**src/rtl/connect4_turn_controller.sv**
```systemverilog
// connect4_turn_controller
//   Game-flow sequencer for a 4x4 Connect4 board. Applies gravity to a column
//   choice, keeps a shadow copy of the board, and ends the game on a win or draw.
//
// Ports
//   clk             system clock, rising edge
//   reset           asynchronous, active-high; clears all state
//   start           pulse: INIT -> play, or END -> INIT
//   col_valid       pulse: a column choice is presented on col_sel
//   col_sel         chosen column 0-3
//   state           00 GAME_INIT, 01 P1_TURN, 10 P2_TURN, 11 END_GAME
//   column_position target cell row*4+col (row 0 = bottom); NO_SEL when idle
//   current_player  0 = P1, 1 = P2
//   winner          00 none, 01 P1, 10 P2, 11 draw
//   invalid_move    one-cycle pulse when a move into a full column is rejected
//   move_count      number of filled cells, 0-16
//
// Timing: a col_valid sampled in cycle N gives column_position in cycle N+1
// (PLACE). The line check is evaluated in PLACE on the board including the new
// piece, so state/winner/current_player already show the result in cycle N+2
// (CHECK). CHECK then only steers the FSM to END or back to WAIT.
module connect4_turn_controller #(
    parameter logic [4:0] NO_SEL = 5'b11111
) (
    input  logic       clk,
    input  logic       reset,
    input  logic       start,
    input  logic       col_valid,
    input  logic [1:0] col_sel,
    output logic [1:0] state,
    output logic [4:0] column_position,
    output logic       current_player,
    output logic [1:0] winner,
    output logic       invalid_move,
    output logic [4:0] move_count
);

    typedef enum logic [2:0] {StInit, StWait, StPlace, StCheck, StEnd} fsm_e;

    localparam logic [1:0] TurnInit = 2'b00;
    localparam logic [1:0] TurnP1   = 2'b01;
    localparam logic [1:0] TurnP2   = 2'b10;
    localparam logic [1:0] TurnEnd  = 2'b11;

    // 10 winning lines: 4 rows, 4 columns, diagonal, anti-diagonal.
    localparam logic [159:0] LineMasks = {
        16'h000F, 16'h00F0, 16'h0F00, 16'hF000,
        16'h1111, 16'h2222, 16'h4444, 16'h8888,
        16'h8421, 16'h1248
    };

    fsm_e        fsm_q, fsm_d;
    logic [15:0] filled_q, filled_d;
    logic [15:0] owner_q, owner_d;
    logic [3:0]  target_q, target_d;
    logic [1:0]  state_q, state_d;
    logic [4:0]  column_position_q, column_position_d;
    logic        current_player_q, current_player_d;
    logic [1:0]  winner_q, winner_d;
    logic        invalid_move_q, invalid_move_d;
    logic [4:0]  move_count_q, move_count_d;

    logic [2:0]  col_height;
    logic        col_full;
    logic [15:0] place_mask;
    logic [15:0] filled_next;
    logic [15:0] owner_next;
    logic [15:0] mover_cells;
    logic        mover_win;

    // Gravity: pieces stack contiguously, so the fill count is the next free row.
    always_comb begin
        col_height = 3'($countones(filled_q & (16'h1111 << col_sel)));
        col_full   = col_height[2];
    end

    // Board as it will be once the PLACE cycle commits the latched target.
    always_comb begin
        place_mask  = 16'h0001 << target_q;
        filled_next = filled_q | place_mask;
        owner_next  = current_player_q ? (owner_q | place_mask) : (owner_q & ~place_mask);
        mover_cells = filled_next & (current_player_q ? owner_next : ~owner_next);
        mover_win   = 1'b0;
        for (int i = 0; i < 10; i++) begin
            if ((mover_cells & LineMasks[i*16 +: 16]) == LineMasks[i*16 +: 16]) begin
                mover_win = 1'b1;
            end
        end
    end

    // State register
    always_ff @(posedge clk or posedge reset) begin
        if (reset) begin
            fsm_q <= StInit;
        end else begin
            fsm_q <= fsm_d;
        end
    end

    // Next-state logic
    always_comb begin
        fsm_d = fsm_q;
        unique case (fsm_q)
            StInit:  if (start) fsm_d = StWait;
            StWait:  if (col_valid && !col_full) fsm_d = StPlace;
            StPlace: fsm_d = StCheck;
            StCheck: fsm_d = (winner_q != 2'b00) ? StEnd : StWait;
            StEnd:   if (start) fsm_d = StInit;
            default: fsm_d = StInit;
        endcase
    end

    // Output / datapath next values
    always_comb begin
        filled_d          = filled_q;
        owner_d           = owner_q;
        target_d          = target_q;
        state_d           = state_q;
        column_position_d = NO_SEL;
        current_player_d  = current_player_q;
        winner_d          = winner_q;
        invalid_move_d    = 1'b0;
        move_count_d      = move_count_q;

        unique case (fsm_q)
            StInit: begin
                filled_d         = '0;
                owner_d          = '0;
                winner_d         = 2'b00;
                move_count_d     = '0;
                current_player_d = 1'b0;
                state_d          = start ? TurnP1 : TurnInit;
            end
            StWait: begin
                if (col_valid) begin
                    if (col_full) begin
                        invalid_move_d = 1'b1;
                    end else begin
                        target_d          = {col_height[1:0], col_sel};
                        column_position_d = {1'b0, col_height[1:0], col_sel};
                    end
                end
            end
            StPlace: begin
                filled_d     = filled_next;
                owner_d      = owner_next;
                move_count_d = move_count_q + 5'd1;
                if (mover_win) begin
                    winner_d = current_player_q ? 2'b10 : 2'b01;
                    state_d  = TurnEnd;
                end else if (move_count_q == 5'd15) begin
                    // This placement fills the 16th cell.
                    winner_d = 2'b11;
                    state_d  = TurnEnd;
                end else begin
                    current_player_d = ~current_player_q;
                    state_d          = current_player_q ? TurnP1 : TurnP2;
                end
            end
            StCheck: begin
            end
            StEnd: begin
                if (start) begin
                    filled_d         = '0;
                    owner_d          = '0;
                    winner_d         = 2'b00;
                    move_count_d     = '0;
                    current_player_d = 1'b0;
                    state_d          = TurnInit;
                end
            end
            default: begin
            end
        endcase
    end

    always_ff @(posedge clk or posedge reset) begin
        if (reset) begin
            filled_q          <= '0;
            owner_q           <= '0;
            target_q          <= '0;
            state_q           <= TurnInit;
            column_position_q <= NO_SEL;
            current_player_q  <= 1'b0;
            winner_q          <= 2'b00;
            invalid_move_q    <= 1'b0;
            move_count_q      <= '0;
        end else begin
            filled_q          <= filled_d;
            owner_q           <= owner_d;
            target_q          <= target_d;
            state_q           <= state_d;
            column_position_q <= column_position_d;
            current_player_q  <= current_player_d;
            winner_q          <= winner_d;
            invalid_move_q    <= invalid_move_d;
            move_count_q      <= move_count_d;
        end
    end

    assign state           = state_q;
    assign column_position = column_position_q;
    assign current_player  = current_player_q;
    assign winner          = winner_q;
    assign invalid_move    = invalid_move_q;
    assign move_count      = move_count_q;

endmodule

```
**config.mk**
```make
export PLATFORM = sky130hd
export DESIGN_NAME = connect4_turn_controller
export DESIGN_NICKNAME = d
export VERILOG_FILES = /design/src/rtl/connect4_turn_controller.sv
export SDC_FILE = /design/constraint.sdc
export NUM_CORES = 1
export LEC_CHECK = 0
export ABC_AREA = 1
export CORE_MARGIN = 2
export CORE_UTILIZATION = 59
export CTS_CLUSTER_SIZE = 24
export DETAILED_ROUTE_END_ITERATION = 10
export PLACE_DENSITY = 0.89
export SLEW_MARGIN = 20
export SYNTH_ARGS = -nofsm -noshare
export SYNTH_HDL_FRONTEND = slang
export SYNTH_SLANG_ARGS = --single-unit
export TNS_END_PERCENT = 50
```
**constraint.sdc**
```tcl
create_clock -name clk -period 5 [get_ports clk]
set_clock_uncertainty 0.1 [all_clocks]
set_input_delay 1 -clock clk [delete_from_list [all_inputs] [get_ports clk]]
set_output_delay 1 -clock clk [all_outputs]
set_load 0.05 [all_outputs]
```
==> results.ini <==
[sta]
hold_violations=0
slew_viol_final=0
max_freq_ghz=0.202
post-route-period-util=0.991
fin_crit_ns=4.96
layout_setup_ws_ns=0.0428
max_slew_margin=0.372
rsz0062_at_grt=yes
setup_viol=0
tightest_slew_ns=0.940

[floorplan]
initial_utilization=0.608
core_area_sq_um=5510
die_x_um=79.3
die_area_sq_um=6290
die_h_um=79.3
rows=27
ios=22

[worst_setup_path]
endpoint_kind=flop
worst-setup-path-type=in2reg
critPathLaunchType=input pin
timing.rr.start=filled_q[5]
path_max_fanout=4
crit_arrival_ns=5.07
crit_start=col_sel[1]
required_ns=5.11
reg2reg_slack_ns=0.47
worstRegToRegCells=17
r2r-end=target_q[2]

[yosys]
synthTopCellsByArea=dfrtp_1 (37%), nand2_1 (9.2%), nand3_1 (7.2%)
syn_area_sq_um=3350
ys_ff_latch=55
syn_area_per_cell_sq_um=8.08
synth_cells=414
synth.distinct_cells=32
synth_largest_area_cell=dfrtp_1
syn_nets=434
ys_warn_count=0
seq_area_frac_synth=0.413
yosysTopAreaCellShare=0.374

[layout]
final_common_cell=nand2_1
synthToLayoutAreaGrowth_pct=15.4
diodes=0
final_cells=518
mostFrequentLayoutCells=nand2_1 (77), inv_1 (54), dfrtp_1 (50)
nets=465
drive_gt1_frac=0.175

[drt]
antenna_left=0
drc=0
viasPerCell=5.70
route.vias.total=2954
drt-wirelength-per-cell_um=15.6
drtIter0Drc=240
wirelength_um=8100
dr.pass1.iters=5

[worst_hold_path]
min_from=state[1]
worstHoldEndpoint=state[1]
min_path_cells=2
hold_class=reg2reg

[clocking]
cts_buffers=5
htreeDepth=2
cts_tree=done
max-clock-path-buffers=2
cts.sinks=55
cts-root-buf=clkbuf_8
clk_latency_ns=0.31
path_clk_slew_ns=0.09

[global_route]
grt_overflow=0
antenna_found_initial=0
grt_pass1_wl_um=13100
grt.total_usage=0.267
grt_max_degree=56
grt_pass1_vias=2753

[job]
cap_viol_max_count=0

[placement]
dp_cells=507
dp_hpwl_um=5660
preCtsSetupSlack_ns=-0.725
port_buffers=21
gp_congestion=0.897

[run_status]
status=finished, final reports clean

[pwr]
p_leak_nw=1.82
power-per-cell-area_nw_per_um2=489
ir_drop_v=0.000332

-- kinds of logic after synthesis --
group / count (synthesis) / synth area share
compound gates: 75 / 0.127
xor+xnor: 3 / 0.00785
fa+ha+maj: 14 / 0.0748
buf+inv: 78 / 0.112
flops: 55 / 0.413
simple gates: 189 / 0.265
-- worst max path at each step --
stage	endpoint	slack [ns]	cells after the start
after global routing	target_q[3]	-0.13	18
after global placement	target_q[2]	-0.58	19
after floorplan	target_q[3]	-0.002	18
after detailed placement	target_q[3]	-0.72	18
final	target_q[2]	0.04	18
after CTS	target_q[2]	0.01	19
-- state kept, by name, summed over array words and instances, names as in the netlist --
signal,cells
target_q,4
winner,2
owner_q,16
fsm_q,3
move_count,5
column_position,5
filled_q,16
current_player,1
state,2
invalid_move,1
-- area by class of cell --
type / instances / area, sq um
Multi-Input combinational cell: 281 / 1670
Fill cell: 428 / 1640
Clock buffer: 6 / 82.6
Inverter: 63 / 240
Timing Repair Buffer: 39 / 367
Tap cell: 72 / 90.1
Sequential cell: 55 / 1380
Clock inverter: 2 / 35.0
-- worst max-delay path: stages --
cell     delay [ns]
buf_8          0.11
inv_4          0.05
buf_6          0.11
nand3_4        0.06
fa_1           0.52
fa_1           0.58
fa_1           0.43
fa_1           0.51
inv_1          0.04
ha_2           0.18
fa_2           0.36
xor2_2         0.16
xnor2_1        0.24
nand2_1        0.16
nor2_4         0.15
inv_2          0.05
or2_4          0.23
o21a_1         0.10
-- synth_stat cells, drive strengths merged --
cell type  count
o21ai         29
o31ai          8
xnor2          2
a32o           1
dfrtp         50
o21a           4
nand2         85
or2            7
inv           63
nand3         51
o2111ai        1
fa            10
nor2          36
ha             4
o32ai          1
dfstp          5
xor2           1
nor3           3
buf            6
clkbuf         9
nand4          7
a21oi         24
o22ai          7
-- report_power, final --
part / total [W] / internal [W] / leakage, nW / switching [W]
clock network: 0.000308 / 0.000162 / 0.0612 / 0.000146
logic: 0.000899 / 0.000279 / 1.03 / 0.000620
registers: 0.000683 / 0.000551 / 0.730 / 0.000132
-- metal layers --
| layer | GRT usage | share of wire | vias up |
|---|---|---|---|
| li1 | - | - | 1407 |
| met1 | 0.360 | 0.42 | 1413 |
| met2 | 0.454 | 0.50 | 121 |
| met5 | 0 | 0 | - |
| met4 | 0.0672 | 0.014 | 0 |
| met3 | 0.0398 | 0.063 | 13 |
-- through the flow --
step	hold slack, ns	utilization	power, W	TNS [ns]	cell area, sq um
5_1_grt	0.440	0.701	0.00201	-0.493	3860
4_1_cts	0.417	0.682	0.00185	0	3750
3_3_place_gp	0.375	0.659	0.00152	-5.95	3630
6_report	0.412	0.701	0.00189	0	3860
2_1_floorplan	0.378	-	0.00135	-0.00425	3350
3_5_place_dp	0.389	0.659	0.00154	-7.66	3630
-- repair_timing --
item / 4_1_cts / 5_1_grt
hold buffers: 0 / 0
pin swaps: 9 / 13
setup endpoints to repair: 12 / 10
setup buffers: 0 / 3
resized for setup: 14 / 25
hold endpoints to repair: 0 / 0
Power figures use the tool's default switching activity.
